==> src/rtl/kp_pkg.sv <==
// rtl/kp_pkg.sv - shared state encodings, constants and helpers for the keypad scanner
package kp_pkg;

    typedef enum logic [2:0] {
        ST_SCAN     = 3'd0,
        ST_DEBOUNCE = 3'd1,
        ST_HELD     = 3'd2,
        ST_RELEASE  = 3'd3
    } kp_state_e;

    localparam logic [3:0] ROWS_RELEASED = 4'b1111;
    localparam logic [3:0] COL_RESET     = 4'b1110;

    // Index of the lowest zero bit; serves both row priority and active-column decode.
    function automatic logic [1:0] low_index(input logic [3:0] v);
        logic [1:0] idx;
        idx = 2'd0;
        if (!v[3]) idx = 2'd3;
        if (!v[2]) idx = 2'd2;
        if (!v[1]) idx = 2'd1;
        if (!v[0]) idx = 2'd0;
        return idx;
    endfunction

    function automatic logic [3:0] rotate_col(input logic [3:0] c);
        return {c[2:0], c[3]};
    endfunction

endpackage

==> src/rtl/kp_tick_gen.sv <==
// rtl/kp_tick_gen.sv - free-running prescaler emitting a one-clk tick every SCAN_DIV cycles
module kp_tick_gen #(
    parameter int SCAN_DIV = 1000
) (
    input  logic clk,
    input  logic rst,
    output logic tick
);

    localparam int CW = $clog2(SCAN_DIV);
    localparam logic [CW-1:0] LAST = CW'(SCAN_DIV - 1);

    logic [CW-1:0] count_q, count_d;

    always_comb begin
        tick    = (count_q == LAST);
        count_d = tick ? '0 : count_q + CW'(1);
    end

    always_ff @(posedge clk or posedge rst) begin
        if (rst) begin
            count_q <= '0;
        end else begin
            count_q <= count_d;
        end
    end

endmodule

==> src/rtl/kp_scanner.sv <==
// rtl/kp_scanner.sv - 4x4 keypad column scanner with press/release debounce
module kp_scanner
    import kp_pkg::*;
#(
    parameter int SCAN_DIV = 1000,
    parameter int DB_TICKS = 4
) (
    input  logic       clk,
    input  logic       rst,
    input  logic [3:0] row,
    output logic [3:0] col,
    output logic       key_down,
    output logic [3:0] key_code,
    output logic       key_strobe
);

    localparam int CNT_W = $clog2(DB_TICKS + 1);
    localparam logic [CNT_W-1:0] CNT_MAX = '1;
    localparam logic [CNT_W-1:0] DB_LIM  = CNT_W'(DB_TICKS);

    logic tick;

    kp_tick_gen #(.SCAN_DIV(SCAN_DIV)) u_tick_gen (
        .clk (clk),
        .rst (rst),
        .tick(tick)
    );

    kp_state_e        state_q, state_d;
    logic [3:0]       rs1_q, rs1_d, rs_q, rs_d;
    logic [3:0]       col_q, col_d;
    logic [CNT_W-1:0] cnt_q, cnt_d;
    logic [3:0]       cand_q, cand_d;
    logic [3:0]       key_code_q, key_code_d;
    logic             key_down_q, key_down_d;
    logic             key_strobe_q, key_strobe_d;

    logic             rs_idle;
    logic [3:0]       rs_code;
    logic [CNT_W-1:0] cnt_inc;
    logic             reach;

    always_comb begin
        rs1_d   = row;
        rs_d    = rs1_q;
        rs_idle = (rs_q == ROWS_RELEASED);
        rs_code = {low_index(rs_q), low_index(col_q)};
        cnt_inc = (cnt_q == CNT_MAX) ? cnt_q : cnt_q + CNT_W'(1);
        reach   = (cnt_inc >= DB_LIM);
    end

    always_ff @(posedge clk or posedge rst) begin
        if (rst) begin
            state_q      <= ST_SCAN;
            rs1_q        <= ROWS_RELEASED;
            rs_q         <= ROWS_RELEASED;
            col_q        <= COL_RESET;
            cnt_q        <= '0;
            cand_q       <= '0;
            key_code_q   <= '0;
            key_down_q   <= 1'b0;
            key_strobe_q <= 1'b0;
        end else begin
            state_q      <= state_d;
            rs1_q        <= rs1_d;
            rs_q         <= rs_d;
            col_q        <= col_d;
            cnt_q        <= cnt_d;
            cand_q       <= cand_d;
            key_code_q   <= key_code_d;
            key_down_q   <= key_down_d;
            key_strobe_q <= key_strobe_d;
        end
    end

    always_comb begin
        state_d = state_q;
        case (state_q)
            ST_SCAN: begin
                if (tick && !rs_idle) state_d = ST_DEBOUNCE;
            end
            ST_DEBOUNCE: begin
                if (tick) begin
                    if (!rs_idle && rs_code == cand_q) begin
                        if (reach) state_d = ST_HELD;
                    end else begin
                        state_d = ST_SCAN;
                    end
                end
            end
            ST_HELD: begin
                if (tick && rs_idle) state_d = ST_RELEASE;
            end
            ST_RELEASE: begin
                if (tick) begin
                    if (!rs_idle) state_d = ST_HELD;
                    else if (reach) state_d = ST_SCAN;
                end
            end
            default: state_d = ST_SCAN;
        endcase
    end

    // Datapath updates; key_strobe self-clears on every non-accepting cycle.
    always_comb begin
        col_d        = col_q;
        cnt_d        = cnt_q;
        cand_d       = cand_q;
        key_code_d   = key_code_q;
        key_down_d   = key_down_q;
        key_strobe_d = 1'b0;
        case (state_q)
            ST_SCAN: begin
                if (tick) begin
                    if (rs_idle) begin
                        col_d = rotate_col(col_q);
                    end else begin
                        cand_d = rs_code;
                        cnt_d  = CNT_W'(1);
                    end
                end
            end
            ST_DEBOUNCE: begin
                if (tick) begin
                    if (!rs_idle && rs_code == cand_q) begin
                        cnt_d = cnt_inc;
                        if (reach) begin
                            key_code_d   = cand_q;
                            key_down_d   = 1'b1;
                            key_strobe_d = 1'b1;
                        end
                    end else begin
                        cnt_d = '0;
                        col_d = rotate_col(col_q);
                    end
                end
            end
            ST_HELD: begin
                if (tick && rs_idle) cnt_d = CNT_W'(1);
            end
            ST_RELEASE: begin
                if (tick) begin
                    if (!rs_idle) begin
                        cnt_d = '0;
                    end else if (reach) begin
                        cnt_d      = '0;
                        key_down_d = 1'b0;
                        col_d      = rotate_col(col_q);
                    end else begin
                        cnt_d = cnt_inc;
                    end
                end
            end
            default: begin
                cnt_d      = '0;
                key_down_d = 1'b0;
            end
        endcase
    end

    assign col        = col_q;
    assign key_down   = key_down_q;
    assign key_code   = key_code_q;
    assign key_strobe = key_strobe_q;

endmodule

==> config.mk <==
export PLATFORM = sky130hd
export DESIGN_NAME = kp_scanner
export DESIGN_NICKNAME = d
export VERILOG_FILES = /design/src/rtl/kp_pkg.sv /design/src/rtl/kp_tick_gen.sv /design/src/rtl/kp_scanner.sv
export SDC_FILE = /design/constraint.sdc
export NUM_CORES = 1
export LEC_CHECK = 0
export BUFFER_PORTS_ARGS = -buffer_cell sky130_fd_sc_hd__buf_4
export CORE_MARGIN = 5
export CORE_UTILIZATION = 40
export DETAILED_ROUTE_END_ITERATION = 12
export GPL_ROUTABILITY_DRIVEN = 0
export REMOVE_ABC_BUFFERS = 1
export SETUP_SLACK_MARGIN = 0.4
export SYNTH_ARGS = -nofsm -noshare
export SYNTH_HDL_FRONTEND = slang
export SYNTH_SLANG_ARGS = --single-unit
==> constraint.sdc <==
create_clock -name clk -period 2.5 [get_ports clk]
set_input_delay 0.75 -clock clk [delete_from_list [all_inputs] [get_ports clk]]
set_output_delay 0.75 -clock clk [all_outputs]
set_load 0.02 [all_outputs]
# Word-level counts from Yosys, hierarchy flattened
# Index checks and enable logic that the tools add are counted.
# Widths: inputs -> output; s select.
dict set report classes {
  magnitude_cmp 1
  n_eq_ne 21
  mux 47
  add_sub_neg 2
  n_reduce_logical 13
  n_bitwise 2
}
# operator n
set ops {}
lappend ops {{$mux 3} 17}
lappend ops {{$mux 4} 7}
lappend ops {{$ne 2x2->1 const B} 12}
lappend ops {{$pmux 3 s4} 2}
lappend ops {{$mux 2} 8}
lappend ops {{$pmux 4 s3} 1}
lappend ops {{$add 10x1->10 const B} 1}
lappend ops {{$eq 10x10->1 const B} 1}
lappend ops {{$mux 1} 10}
lappend ops {{$mux 10} 1}
lappend ops {{$reduce_and 8->1} 1}
lappend ops {{$reduce_and 7->1} 1}
lappend ops {{$eq 3x2->1 const B} 2}
lappend ops {{$ne 3x3->1 const B} 2}
lappend ops {{$reduce_and 6->1} 1}
lappend ops {{$reduce_and 5->1} 1}
lappend ops {{$eq 4x4->1} 1}
lappend ops {{$eq 4x4->1 const B} 1}
lappend ops {{$reduce_and 4->1} 1}
lappend ops {{$add 3x1->3 const B} 1}
lappend ops {{$eq 3x1->1 const B} 1}
lappend ops {{$eq 3x3->1 const B} 1}
lappend ops {{$ge 3x3->1 const B} 1}
lappend ops {{$logic_and 1x1->1} 3}
lappend ops {{7 further kinds} 8}
dict set report totals {
  input_bits 6
  word_cells 96
  reg_bits 38
  out_inout_bits 10
}

# Depth between registers and ports, before layout
dict set report depth {
  word_depth 9
  ltp_mapped 7
}

# Hierarchy
# A second synthesis with hierarchy kept.
dict set report unflattened {
  hier_cells 159
  area_unflattened_um2 1764.2
}
# mod instances area_each_um2 cells_per_inst
set by_module_without_submodules {}
lappend by_module_without_submodules {kp_scanner 1 1276.2 112}
lappend by_module_without_submodules {kp_tick_gen 1 488.0 47}

# Least setup slack after synthesis
# Ideal clock, no wire load.
dict set report synth_timing {
  kind {register to register}
  from {reg col_q[0] (netlist: col[0])}
  to {reg key_code_q[0] (netlist: key_code[0])}
  slack_ns 0.365
  n_path_buf 1
  t_arrival_ns 2.010
  setup_time_ns 0.125
  path_stages_with_launch 7
  synth_period_minus_slack_ns 2.135
  path_cell_list {dfrtp_1 -> or2_2 -> a21oi_1 -> a311oi_1 -> or4_1 -> buf_2 -> mux2_4}
}
dict set report synth_via {
  elab_chain_len 4
}
# element line
set synth_rtl {}
lappend synth_rtl {{from (decl)} kp_scanner.sv:31} ;# logic [3:0] col_q, col_d;
lappend synth_rtl {{from (signal assigned)} kp_scanner.sv:67} ;# col_q <= col_d;
lappend synth_rtl {{$mux 2} kp_pkg.sv:21} ;# if (!v[0]) idx = 2'd0;
lappend synth_rtl {{$eq 4x4->1} kp_scanner.sv:125} ;# if (!rs_idle && rs_code == cand_q) begin
lappend synth_rtl {{$logic_and 1x1->1} kp_scanner.sv:125}
lappend synth_rtl {{$reduce_and 4->1 (no line)} --}
lappend synth_rtl {{to (signal assigned)} kp_scanner.sv:70} ;# key_code_q <= key_code_d;
lappend synth_rtl {{to (decl)} kp_scanner.sv:34} ;# logic [3:0] key_code_q, key_code_d;
# Every way passes these cells.
# A chain may end at the register's enable or synchronous reset.

# Worst setup path in the final report
dict set report layout_timing {
  from {reg u_tick_gen.count_q[0]}
  to {reg key_code_q[0] (netlist: key_code[0])}
}
dict set report layout_via {
  elab_chain_len 2
}
# element line
set layout_rtl {}
lappend layout_rtl {{from (decl)} kp_tick_gen.sv:13} ;# logic [CW-1:0] count_q, count_d;
lappend layout_rtl {{from (signal assigned)} kp_tick_gen.sv:24} ;# count_q <= count_d;
lappend layout_rtl {{$eq 10x10->1} kp_tick_gen.sv:16} ;# tick = (count_q == LAST);
lappend layout_rtl {{$reduce_and 4->1 (no line)} --}
# Every way passes these cells.

==> flow_metrics.env <==
export IMPL_worst_hold_path_type="register to register"
export IMPL_post_place_ws_ns=0.2650
export IMPL_ctsHoldBuffers=0
export IMPL_fin_crit_ns=2.091
export IMPL_io_pins=16
export IMPL_final_setup_tns_ns=0
export IMPL_ys_top_cells_by_area="dfrtp_1 (38%), dfstp_2 (17%), mux2_2 (4.6%)"
export IMPL_fill_cells=392
export IMPL_start_util_pct=40.61
export IMPL_syn2layout_area_growth_pct=22.54
export IMPL_cts_root_buf="clkbuf_8"
export IMPL_whs_path_depth=0
export IMPL_synthCells=153
export IMPL_r2r_slack_ns=0.41
export IMPL_rows=24
export IMPL_drc_errors=0
export IMPL_cts_sinks=37
export IMPL_ys_ff_latch=37
export IMPL_critPathKind="register to register"
export IMPL_drive_above_1_share_pct=37.10
export IMPL_synth_distinct_cells=44
export IMPL_fin_crit_sh_pct=83.64
export IMPL_synth_area_per_cell_um2=11.32
export IMPL_drt_pre_antenna_iters=4
export IMPL_powerDensity_mw_per_mm2=484.3
export IMPL_worst_pin_slew_ns=0.4557
export IMPL_outcome="finished, final reports clean"
export IMPL_cts_buffers=5
export IMPL_die_area_mm2=0.005745
export IMPL_rr_endpoint="key_code[0]$_DFFE_PP0P_"
export IMPL_required_ns=2.67
export IMPL_ir_drop_mv=0.3030
export IMPL_register_area_um2=940.9
export IMPL_leakagePower_nw=0.9690
export IMPL_rsz0062_at_grt="true"
export IMPL_vias_per_cell=5.332
export IMPL_portBuffers=15
export IMPL_dr_total_vias=1269
export IMPL_cp_start_kind="register"
export IMPL_setup_viol=0
export IMPL_cp_max_fo=7
export IMPL_synthSimpleGateAreaFrac_pct=16.18
export IMPL_ys_warnings_count=0
export IMPL_finalMaxSlewViolations=0
export IMPL_fin_util_pct=49.77
export IMPL_cts_tree="yes"
export IMPL_min_from="rs1_q[0]$_DFF_PP1_"
export IMPL_fp_dieH_um=75.80
export IMPL_num_antenna_cells=0
export IMPL_async_reset_ff_share_pct=100.0
export IMPL_synthFlopType="dfrtp_1"
export IMPL_grt_pass1_wl_um=5533
export IMPL_worst_clock_skew_ns=0.005067
export IMPL_layout_nets=193
export IMPL_synth_compound_area_share_pct=12.93
export IMPL_synth_adder_area_share_pct=1.445
export IMPL_synth_edff_count=0
export IMPL_wl_per_cell_um=13.66
export IMPL_max_cap_violations=0
export IMPL_dp_hpwl_um=2217
export IMPL_relSlewSlack_pct=69.62
export IMPL_grt_max_degree=38
export IMPL_min_to="rs_q[0]$_DFF_PP1_"
export IMPL_routed_wl_um=3250
export IMPL_synth_top_area_share_pct=37.57
export IMPL_reg2regPathDepth=6
export IMPL_synth_xor_area_share_pct=4.552
export IMPL_worst_setup_path_end_kind="register"
export IMPL_r2r_start="u_tick_gen.count_q[0]$_DFF_PP0_"
export IMPL_drtAntennaViolNets=0
export IMPL_antenna_found_initial=0
export IMPL_grt_ovfl_total=0
export IMPL_synth_top_family_by_area="simple AND/OR/NAND/NOR gates"
export IMPL_die_w_um=75.80
export IMPL_timing_fmax_ghz=0.4782
export IMPL_yosys_area_top_type="dfrtp_1"
export IMPL_cts_clk_slew_worst_paths_ns=0.07
export IMPL_hold_viol=0
export IMPL_htreeDepth=2
export IMPL_clockBufferDepth=2
export IMPL_multi_input_area_um2=793.3
export IMPL_first_global_vias=1171
export IMPL_ys_seq_area_share_pct=54.26
export IMPL_worstPathArrival_ns=2.26
export IMPL_setup_slack_ns=0.4089
export IMPL_core_area_mm2=0.004264
export IMPL_synthMuxAreaShare_pct=8.598
export IMPL_drtIter0Drc=66
export IMPL_syn_area_mm2=0.001732
export IMPL_clkLatencyLatePin_ns=0.28
export IMPL_grt_total_usage_pct=12.96
[synth_stat cells (all sizes together), types with 3 or more instances]
cell type / instances
a21oi: 7
nand2b: 3
nand3: 7
inv: 4
nand2: 12
and3: 3
mux2: 11
dfstp: 11
clkbuf: 4
xnor2: 5
dfrtp: 26
a31oi: 3
o21ai: 12
nor2: 8
xor2: 4
[how the worst max path moves through the flow]
stage                                         start  cells after the start  slack (ns)                      end
finish              u_tick_gen.count_q[0]$_DFF_PP0_                      6        0.41  key_code[0]$_DFFE_PP0P_
global placement                 col[0]$_DFFE_PP0P_                      5        0.34  key_code[0]$_DFFE_PP0P_
detailed placement               col[0]$_DFFE_PP0P_                      5        0.27  key_code[0]$_DFFE_PP0P_
global route        u_tick_gen.count_q[0]$_DFF_PP0_                      6        0.34  key_code[1]$_DFFE_PP0P_
CTS                              col[0]$_DFFE_PP0P_                      5        0.40  key_code[0]$_DFFE_PP0P_
floorplan           u_tick_gen.count_q[0]$_DFF_PP0_                      6        0.16  key_code[0]$_DFFE_PP0P_
[metal layers]
| layer | global-route usage, % | vias to the layer above | routed length [µm] |
|---|---|---|---|
| li1 | - | 616 | - |
| met1 | 18.72 | 627 | 1541 |
| met2 | 17.68 | 21 | 1531 |
| met3 | 4.485 | 5 | 128 |
| met4 | 5.049 | 0 | 48 |
| met5 | 0 | - | 0 |
[registers in the layout, indices dropped and copies added (netlist names)]
name,flops
cand_q,4
cnt_q,3
col,4
key_code,4
key_down,1
key_strobe,1
rs1_q,4
rs_q,4
state_q,2
u_tick_gen.count_q,10
[placed cells by master (no fill, tap or decap), types with 4 or more instances in the layout]
master    netlist  routed
a21oi_1         7       6
buf_4           0      30
clkbuf_8        0       5
dfrtp_1        26      25
dfstp_2        11      11
inv_1           4       4
mux2_2          7       7
mux2_4          4       4
nand2_1        12      11
nand3_1         7       7
nor2_1          8       8
o21ai_0        11      10
xnor2_1         5       5
xor2_1          4       4
[stage by stage]
step | instance area (µm²) | hold WS (ns) | power, W | cells
finish | 2122 | 0.3557 | 0.001028 | 238
global route | 2122 | 0.3575 | 0.001084 | 238
CTS | 2022 | 0.3564 | 0.001048 | 229
detailed placement | 1934 | 0.3468 | 0.0006548 | 221
global placement | 1934 | 0.3457 | 0.0006539 | 221
floorplan | 1712 | 0.3452 | 0.0006401 | 148
[worst max-delay path, cell delays in order (launching register included)]
cell and delay (ns):
dfrtp_1 0.42, ha_4 0.18, nand2_4 0.06, nor4_4 0.27, o21ai_2 0.11, or4_4 0.62, mux2_4 0.32
[timing repair]
| action | in CTS | in global routing |
|---|---|---|
| setup endpoints to repair | 4 | 8 |
| pin swaps | 0 | 3 |
| cloned | 0 | 0 |
| setup buffers | 0 | 9 |
| gates resized for setup | 2 | 8 |
| endpoints found under the hold margin | 0 | 0 |
[cell families after synthesis]
logic type               count (synthesis)
flip-flops                              37
AND/OR/NAND/NOR                         49
XOR/XNOR                                 9
buffers and inverters                    9
AO/OA/AOI/OAI                           35
multiplexers                            12
adder cells (fa/ha/maj)                  2
[power breakdown]
part | total [W] | leakage (nW) | internal, W | switching, W
Sequential | 0.000615 | 0.462 | 0.000611 | 0.00000407
Clock | 0.000384 | 0.0450 | 0.000193 | 0.000191
Combinational | 0.0000288 | 0.462 | 0.0000110 | 0.0000178
Total | 0.00103 | 0.969 | 0.000815 | 0.000213
[area by class of cell]
cell class	instances	area share (%)
clock buffer	6	3.420
clock inverter	2	0.4717
inverter	4	0.7075
multi-input combinational	107	37.38
sequential	37	44.34
tap	52	3.066
timing repair buffer	30	10.61
Note: power is estimated with default switching activity, not from simulation.
